`config.mk`:
```
export PLATFORM = sky130hd
export DESIGN_NAME = alu_seq_loader_flat
export DESIGN_NICKNAME = d
export VERILOG_FILES = /design/src/rtl/alu_seq_loader_if.sv /design/src/rtl/alu_seq_loader.sv /design/src/flat_wrapper.sv
export SDC_FILE = /design/constraint.sdc
export NUM_CORES = 1
export LEC_CHECK = 0
export BUFFER_PORTS_ARGS = -buffer_cell sky130_fd_sc_hd__buf_2
export CAP_MARGIN = 20
export CELL_PAD_IN_SITES_DETAIL_PLACEMENT = 1
export CELL_PAD_IN_SITES_GLOBAL_PLACEMENT = 1
export CORE_MARGIN = 5
export CORE_UTILIZATION = 40
export CTS_BUF_LIST = sky130_fd_sc_hd__clkbuf_2
export DETAILED_ROUTE_END_ITERATION = 6
export PLACE_DENSITY_LB_ADDON = 0.1
export SETUP_SLACK_MARGIN = 0.02
export SLEW_MARGIN = 15
export SYNTH_ARGS = -nofsm -noshare
export SYNTH_HDL_FRONTEND = slang
export SYNTH_SLANG_ARGS = --single-unit
```
`constraint.sdc`:
```
create_clock -name clk -period 4.9 [get_ports clk]
set_input_delay 0.49 -clock clk [delete_from_list [all_inputs] [get_ports clk]]
set_output_delay 0.49 -clock clk [all_outputs]
set_load 0.02 [all_outputs]
```
`src/rtl/alu_seq_loader_if.sv`:
```
// Switch/button inputs and LED/status outputs for the sequential ALU loader.
// The master side drives the operand, opcode and load level; the slave is the loader.
interface alu_seq_loader_if #(
    parameter int NB_DATA = 8,
    parameter int NB_OP   = 6
);
    logic [NB_DATA-1:0] i_dato;
    logic [NB_OP-1:0]   i_operation;
    logic               i_load;
    logic [NB_DATA-1:0] o_leds;
    logic [1:0]         o_state;
    logic               o_valid;
    logic               o_carry;
    logic               o_zero;
    logic               o_op_err;

    modport master (
        output i_dato, i_operation, i_load,
        input  o_leds, o_state, o_valid, o_carry, o_zero, o_op_err
    );

    modport slave (
        input  i_dato, i_operation, i_load,
        output o_leds, o_state, o_valid, o_carry, o_zero, o_op_err
    );
endinterface

```
`src/rtl/alu_seq_loader.sv`:
```
// Loads A, B and an opcode on successive button presses, then shows the registered ALU result.
// Result and flags update on the op-load edge; no backpressure, one event per press.
module alu_seq_loader #(
    parameter int NB_DATA = 8,
    parameter int NB_OP   = 6
) (
    input  logic            clk,
    input  logic            i_reset,
    alu_seq_loader_if.slave bus
);
    typedef enum logic [1:0] {
        S_LOAD_A  = 2'b00,
        S_LOAD_B  = 2'b01,
        S_LOAD_OP = 2'b10,
        S_SHOW    = 2'b11
    } state_t;

    localparam logic [NB_OP-1:0] OP_ADD = 6'b100000;
    localparam logic [NB_OP-1:0] OP_SUB = 6'b100010;
    localparam logic [NB_OP-1:0] OP_AND = 6'b100100;
    localparam logic [NB_OP-1:0] OP_OR  = 6'b100101;
    localparam logic [NB_OP-1:0] OP_XOR = 6'b100110;
    localparam logic [NB_OP-1:0] OP_NOR = 6'b100111;
    localparam logic [NB_OP-1:0] OP_SRA = 6'b000011;
    localparam logic [NB_OP-1:0] OP_SRL = 6'b000010;

    localparam logic [32:0] WIDTH_EXT = 33'(NB_DATA);

    state_t             state_q;
    state_t             state_d;
    logic               load_d;
    logic               load_ev;

    logic [NB_DATA-1:0] reg_a;
    logic [NB_DATA-1:0] reg_b;
    logic [NB_OP-1:0]   op_q;
    logic [NB_DATA-1:0] leds_q;
    logic               carry_q;
    logic               zero_q;
    logic               err_q;
    logic               valid_q;

    logic [NB_OP-1:0]   op_sel;
    logic [NB_DATA:0]   sum;
    logic               big_shift;
    logic [NB_DATA-1:0] alu_res;
    logic               alu_cy;
    logic               alu_err;

    // Rising edge of the level button relative to its previous sample.
    assign load_ev = bus.i_load & ~load_d;

    // The ALU follows the live opcode switches while waiting for the op load,
    // and the captured opcode otherwise; its output is only sampled at capture.
    assign op_sel    = (state_q == S_LOAD_OP) ? bus.i_operation : op_q;
    assign sum       = {1'b0, reg_a} + {1'b0, reg_b};
    assign big_shift = (33'(reg_b) >= WIDTH_EXT);

    always_comb begin
        alu_res = '0;
        alu_cy  = 1'b0;
        alu_err = 1'b0;
        case (op_sel)
            OP_ADD: begin
                alu_res = sum[NB_DATA-1:0];
                alu_cy  = sum[NB_DATA];
            end
            OP_SUB: begin
                alu_res = reg_a - reg_b;
                alu_cy  = (reg_a < reg_b);
            end
            OP_AND: alu_res = reg_a & reg_b;
            OP_OR:  alu_res = reg_a | reg_b;
            OP_XOR: alu_res = reg_a ^ reg_b;
            OP_NOR: alu_res = ~(reg_a | reg_b);
            OP_SRA: begin
                if (big_shift) begin
                    alu_res = {NB_DATA{reg_a[NB_DATA-1]}};
                end else begin
                    alu_res = $unsigned($signed(reg_a) >>> reg_b);
                end
            end
            OP_SRL: begin
                if (big_shift) begin
                    alu_res = '0;
                end else begin
                    alu_res = reg_a >> reg_b;
                end
            end
            default: alu_err = 1'b1;
        endcase
    end

    always_comb begin
        state_d = state_q;
        if (load_ev) begin
            case (state_q)
                S_LOAD_A:  state_d = S_LOAD_B;
                S_LOAD_B:  state_d = S_LOAD_OP;
                S_LOAD_OP: state_d = S_SHOW;
                S_SHOW:    state_d = S_LOAD_B;
                default:   state_d = S_LOAD_A;
            endcase
        end
    end

    always_ff @(posedge clk) begin
        if (i_reset) begin
            state_q <= S_LOAD_A;
        end else begin
            state_q <= state_d;
        end
    end

    // load_d resets high so a button held through reset must be released first.
    always_ff @(posedge clk) begin
        if (i_reset) begin
            load_d  <= 1'b1;
            reg_a   <= '0;
            reg_b   <= '0;
            op_q    <= '0;
            leds_q  <= '0;
            carry_q <= 1'b0;
            zero_q  <= 1'b0;
            err_q   <= 1'b0;
            valid_q <= 1'b0;
        end else begin
            load_d <= bus.i_load;
            if (load_ev) begin
                case (state_q)
                    S_LOAD_A: reg_a <= bus.i_dato;
                    S_LOAD_B: reg_b <= bus.i_dato;
                    S_LOAD_OP: begin
                        op_q    <= bus.i_operation;
                        leds_q  <= alu_res;
                        carry_q <= alu_cy;
                        zero_q  <= (alu_res == '0);
                        err_q   <= alu_err;
                        valid_q <= 1'b1;
                    end
                    S_SHOW: begin
                        reg_a   <= bus.i_dato;
                        valid_q <= 1'b0;
                    end
                    default: ;
                endcase
            end
        end
    end

    assign bus.o_leds   = leds_q;
    assign bus.o_state  = state_q;
    assign bus.o_valid  = valid_q;
    assign bus.o_carry  = carry_q;
    assign bus.o_zero   = zero_q;
    assign bus.o_op_err = err_q;

endmodule

```
`src/flat_wrapper.sv`:
```
// flat-port wrapper written by rule: the top's interface ports become plain ports
module alu_seq_loader_flat 
#(
    parameter int NB_DATA = 8,
    parameter int NB_OP   = 6
)
  (clk, i_reset, bus_i_dato, bus_i_operation, bus_i_load, bus_o_leds, bus_o_state, bus_o_valid, bus_o_carry, bus_o_zero, bus_o_op_err);
  alu_seq_loader_if #(.NB_DATA(NB_DATA), .NB_OP(NB_OP)) bus_i ();
  input  logic clk;
  input  logic i_reset;
  input wire logic [$bits(bus_i.i_dato)-1:0] bus_i_dato;
  input wire logic [$bits(bus_i.i_operation)-1:0] bus_i_operation;
  input wire logic [$bits(bus_i.i_load)-1:0] bus_i_load;
  output wire logic [$bits(bus_i.o_leds)-1:0] bus_o_leds;
  output wire logic [$bits(bus_i.o_state)-1:0] bus_o_state;
  output wire logic [$bits(bus_i.o_valid)-1:0] bus_o_valid;
  output wire logic [$bits(bus_i.o_carry)-1:0] bus_o_carry;
  output wire logic [$bits(bus_i.o_zero)-1:0] bus_o_zero;
  output wire logic [$bits(bus_i.o_op_err)-1:0] bus_o_op_err;
  assign bus_i.i_dato = bus_i_dato;
  assign bus_i.i_operation = bus_i_operation;
  assign bus_i.i_load = bus_i_load;
  assign bus_o_leds = bus_i.o_leds;
  assign bus_o_state = bus_i.o_state;
  assign bus_o_valid = bus_i.o_valid;
  assign bus_o_carry = bus_i.o_carry;
  assign bus_o_zero = bus_i.o_zero;
  assign bus_o_op_err = bus_i.o_op_err;
  alu_seq_loader #(.NB_DATA(NB_DATA), .NB_OP(NB_OP)) u_core (.clk(clk), .i_reset(i_reset), .bus(bus_i));
endmodule
```
# Word-level counts from Yosys, hierarchy flattened
# Cells that the tools add are included.
[word_totals] regBits=37 output_inout_bits=14
[op_classes] shifts=2 magnitude_cmp=2 n_reduce_logical=9 n_addsub=2 muxes=8 eq_ne=11 bitwise_logic=6
[op_table] operator="$pmux W8 S8" count=1
[op_table] operator="$eq A6 B6 Y1 const B" count=6
[op_table] operator="$mux W8" count=2
[op_table] operator="$eq A6 B2 Y1 const B" count=2
[op_table] operator="$add A8 B8 Y9" count=1
[op_table] operator="$and A8 B8 Y8" count=1
[op_table] operator="$ge A8 B4 Y1 const B" count=1
[op_table] operator="$logic_not A8 Y1" count=1
[op_table] operator="$lt A8 B8 Y1" count=1
[op_table] operator="$not A8 Y8" count=1
[op_table] operator="$or A8 B8 Y8" count=1
[op_table] operator="$reduce_and A2 Y1" count=4
[op_table] operator="$reduce_or A8 Y1" count=1
[op_table] operator="$shr A8 B8 Y8" count=1
[op_table] operator="$sshr A8 B8 Y8" count=1
[op_table] operator="$sub A8 B8 Y8" count=1
[op_table] operator="$xor A8 B8 Y8" count=1
[op_table] operator="$mux W6" count=1
[op_table] operator="$pmux W2 S3" count=1
[op_table] operator="$eq A2 B2 Y1 const B" count=2
[op_table] operator="$pmux W1 S2" count=2
[op_table] operator="$eq A2 B1 Y1 const B" count=1
[op_table] operator="$logic_not A2 Y1" count=1
[op_table] operator="$reduce_bool A2 Y1" count=1
[op_table] operator="other kinds (4)" count=4

# Depth between registers and ports, before layout
[depth] word_depth=5 ltp_mapped=12

# Worst setup path after synthesis
# Ideal clock, no wire load.
[synth_path] kind="register to register" from="register u_core.reg_b[1]" to="register u_core.zero_q, in the netlist u_core.bus.o_zero" stages_incl_launch_ff=13 synth_period_minus_slack_ns=2.792 t_arrival_ns=2.676 slack_ns=2.108 setup_time_ns=0.116 path_cell_list="dfxtp_1 buf_2 buf_2 inv_1 ha_1 a21oi_1 o2111ai_1 a21oi_1 nor2_1 or4_1 o2111a_1 and2_0 a31o_1"
[synth_via] elab_chain_cells=4
[synth_lines] element="from (decl)" line_no="alu_seq_loader.sv:35" rtl="logic [NB_DATA-1:0] reg_b;"
[synth_lines] element="from (signal assigned)" line_no="alu_seq_loader.sv:132" rtl="S_LOAD_B: reg_b <= bus.i_dato;"
[synth_lines] element="$ge A8 B4 Y1, or another cell as far along" line_no="alu_seq_loader.sv:57" rtl="assign big_shift = (33'(reg_b) >= WIDTH_EXT);"
[synth_lines] element="$mux W8, or another cell as far along" line_no="alu_seq_loader.sv:84" rtl="if (big_shift) begin"
[synth_lines] element="$pmux W8 S8 *" line_no="alu_seq_loader.sv:63" rtl="case (op_sel)"
[synth_lines] element="$logic_not A8 Y1 *" line_no="alu_seq_loader.sv:137" rtl="zero_q <= (alu_res == '0);"
[synth_lines] element="to (signal assigned)" line_no="alu_seq_loader.sv:137"
[synth_lines] element="to (decl)" line_no="alu_seq_loader.sv:39" rtl="logic zero_q;"
# Mark *: on every way between the ends. The rest lies on a longest branch, timed or not.
# A chain may end at the register's enable or synchronous reset.

# Worst setup path in the final report
[layout_path] from="register u_core.state_q[1], in the netlist u_core.bus.o_state[1]" to="register u_core.zero_q, in the netlist u_core.bus.o_zero"
[layout_via] elab_chain_cells=5
[layout_lines] element="from (decl)" line_no="alu_seq_loader.sv:29" rtl="state_t state_q;"
[layout_lines] element="from (signal assigned)" line_no="alu_seq_loader.sv:111" rtl="state_q <= state_d;"
[layout_lines] element="$eq A2 B2 Y1 *" line_no="alu_seq_loader.sv:55, alu_seq_loader.sv:130"
[layout_lines] element="$mux W6"
[layout_lines] element="$eq A6 B2 Y1 / $eq A6 B6 Y1 (equally long branches)" line_no="alu_seq_loader.sv:63"
[layout_lines] element="$pmux W8 S8" line_no="alu_seq_loader.sv:63"
[layout_lines] element="$logic_not A8 Y1" line_no="alu_seq_loader.sv:137"
# Marked as above.

==> metrics.csv <==
stage,metric,value,unit
synth,synth_area_leader_cell,dfxtp_1,
outcome,outcome,completed,
clock_tree,clock_sink_count,37,
setup_path,path_max_fanout,19,
sta,finalSetupTns,0,ps
synth,async_reset_ff_frac,0,
clock_tree,root_buffer,clkbuf_2,
synth,synth_flop_cell,dfxtp_1,
global_routing,grt_pass1_vias,3175,
clock_tree,htree_levels,2,
power_and_ir_drop,peakVddDrop,99.7,uV
clock_tree,cts_inserted_buffers,5,
placement,routabilityCongestion,0.910,
setup_path,regToRegSetupSlack,1270,ps
die,rows,33,
power_and_ir_drop,swShare,0.330,
synth,synth_xor_area_frac,0.0134,
synth,ys_warn_count,0,
sta,rsz0062_at_grt,no,
synth,ys_ff_latch,37,
setup_path,cp-startpoint,u_core.bus.o_state[1],
setup_path,r2r_cells,9,
synth,synth.avg_cell_area,7.61,um2
sta,max_slew.worst_pin.slew,898,ps
setup_path,cp_data_required_time,5270,ps
placement,pre_cts_slack,1390,ps
synth,yosysMostFrequentCell,nand2_1,
setup_path,rr_endpoint,u_core.bus.o_zero,
routing,ant_nets,0,
synth,synth_top_family_by_area,simple AND/OR/NAND/NOR gates,
synth,syn_nets,477,
routing,drcViolationCount,0,
setup_path,endpoint,u_core.bus.o_zero,
worst_hold_path,min_path_type,in -> reg,
sta,finalSetupViolCount,0,
power_and_ir_drop,seqPwrFrac,0.560,
layout,n_fill_cell,1058,
power_and_ir_drop,p_total,564,uW
die,die_h,100,um
global_routing,grt_usage,0.206,
global_routing,grt_first_pass_wirelength,16700,um
synth,syn-cell-area,0.00326,mm2
power_and_ir_drop,power_switching,186,uW
sta,fmax,0.275,GHz
power_and_ir_drop,combPwrFrac,0.194,
power_and_ir_drop,power_density,163,mW/mm2
power_and_ir_drop,p_leak,0.00129,uW
sta,slew_viol_final,0,
worst_hold_path,min_delay_path_depth,2,
die,initial_utilization,0.402,
setup_path,cp.arrival,4000,ps
power_and_ir_drop,p_clk_frac,0.246,
synth,yosys.area_share.simple,0.264,
clock_tree,cts_tree,built,
clock_tree,postCtsHoldBufs,0,
die,pin_count,31,
clock_tree,clock_latency,420,ps
routing,avgViaCountPerCell,5.77,
synth,yosys.area_share.adder,0.128,
die,dieWidth,100,um
sta,skew,31.1,ps
routing,routedWlPerCell,18.7,um
routing,vias,3156,
synth,synthDistinctLibCells,70,
run,max-cap-violations,0,
synth,synthTopCellsByCount,"nand2_1 (69), a21oi_1 (48), dfxtp_1 (37)",
layout,final_nets,491,
worst_hold_path,min-delay-start,bus_i_load,
placement,hpwl,7970,um
clock_tree,cts_setup_buffers,0,
setup_path,crit-reg2reg-launch,u_core.bus.o_state[1],
layout,areaGrowthSynthToFinish,6.49,%
clock_tree,cts_resized,0,
setup_path,critical_path_class,reg -> reg,
layout,num_antenna_cells,0,
die,core_area,0.00809,mm2
global_routing,gr-total-overflow,0,
sta,hold_violations,0,
sta,fin_crit_sh,0.741,
sta,setup_slack,1270,ps
routing,drt-initial-drc-count,199,
sta,holdWs,248,ps
synth,synth.area.top_cells,"dfxtp_1 (23%), ha_1 (12%), nand2_1 (8.0%), a21oi_1 (7.4%), mux2i_1 (3.1%)",
routing,wl,10300,um
synth,synth_top_area_frac,0.227,
global_routing,grt_max_degree,39,
synth,synth-compound-area-share,0.242,
synth,ys_seq_area_frac,0.227,
sta,period_needed,3630,ps
global_routing,antenna_found_initial,0,
die,fp.dieArea,0.0100,mm2
setup_path,startpoint_type,register,
placement,port_buffers,30,
synth,synth_edf_count,0,
synth,postSynthCellCount,428,
clock_tree,clockBufferDepth,2,
synth,synth.area.mux_share,0.0615,
routing,drtPass1Iterations,4,
layout,drive_gt1_frac,0.131,
clock_tree,cts.clk_slew.worst_paths,220,ps
power_and_ir_drop,p_int,378,uW
setup_path,end_kind,register,
sta,slew_headroom,0.389,
==> power by group through the flow <==
stage	combinational, uW	clock (uW)	sequential, uW
5_1_grt	120	158	318
2_1_floorplan	76.0	0	321
6_report	109	139	316
3_5_place_dp	109	0	322
4_1_cts	109	147	316
3_3_place_gp	107	0	322
==> registers in the layout, indices dropped and copies added (netlist names) <==
signal               flops
u_core.bus.o_leds        8
u_core.reg_a             8
u_core.reg_b             8
u_core.op_q              6
u_core.bus.o_state       2
u_core.bus.o_carry       1
u_core.bus.o_op_err      1
u_core.bus.o_valid       1
u_core.bus.o_zero        1
u_core.load_d            1
==> cell families after synthesis <==
kind of cell | after synthesis
buf+inv | 50
flops | 37
fa+ha+maj | 32
compound gates | 117
xor+xnor | 5
mux | 17
simple gates | 170
==> worst min path at each step <==
stage	to	slack, ps
floorplan	u_core.op_q[5]	440
global placement	u_core.bus.o_leds[0]	440
detailed placement	u_core.bus.o_op_err	450
CTS	u_core.load_d	230
global route	u_core.load_d	210
finish	u_core.load_d	250
==> final cells by class <==
class	count	area [um2]	share of cell area
repair buffers	31	158	0.0455
clock buffers	5	25.0	0.00721
inverters	26	97.6	0.0281
multi-input cells	341	2300	0.665
well taps	105	131	0.0379
clock inverters	2	11.3	0.00325
flip-flops and latches	37	741	0.214
==> routing by layer <==
| metal | share of wire | global-route usage |
|---|---|---|
| met5 | 0 | 0 |
| met2 | 0.47 | 0.336 |
| met3 | 0.031 | 0.0299 |
| met1 | 0.48 | 0.281 |
| met4 | 0.021 | 0.0622 |
==> critical path: stages, from the launching register on <==
cell and delay, ps:
dfxtp_1 440, ha_1 690, mux2i_2 850, nand2b_1 130
a21oi_1 180, a311oi_1 70, a2111oi_1 560, and3_1 220
nor4bb_1 250, a31o_1 180
==> layout by cell type (no fill, tap or decap), types with 3 or more instances in the layout <==
cell	n
a211oi_1	8
and3_1	3
clkbuf_2	5
nor3_1	10
nand2_1	69
nor3b_1	4
a21oi_1	48
a311oi_1	6
nand3_1	19
o221ai_1	3
nor4_1	4
buf_2	30
o21bai_1	4
nand2b_1	9
mux2_2	3
a22o_1	3
nor2_1	26
nor2b_1	5
mux2i_1	10
ha_1	30
dfxtp_1	37
xnor2_1	3
inv_1	26
o21ai_0	12
==> stage by stage <==
step / std cells / util / instance area (um2)
6_report: 547 / 0.429 / 3470
5_1_grt: 547 / 0.429 / 3470
4_1_cts: 547 / 0.429 / 3470
3_5_place_dp: 540 / 0.424 / 3430
3_3_place_gp: 540 / 0.424 / 3430
2_1_floorplan: 428 / - / 3260
Note: power is estimated with default switching activity, not from simulation.
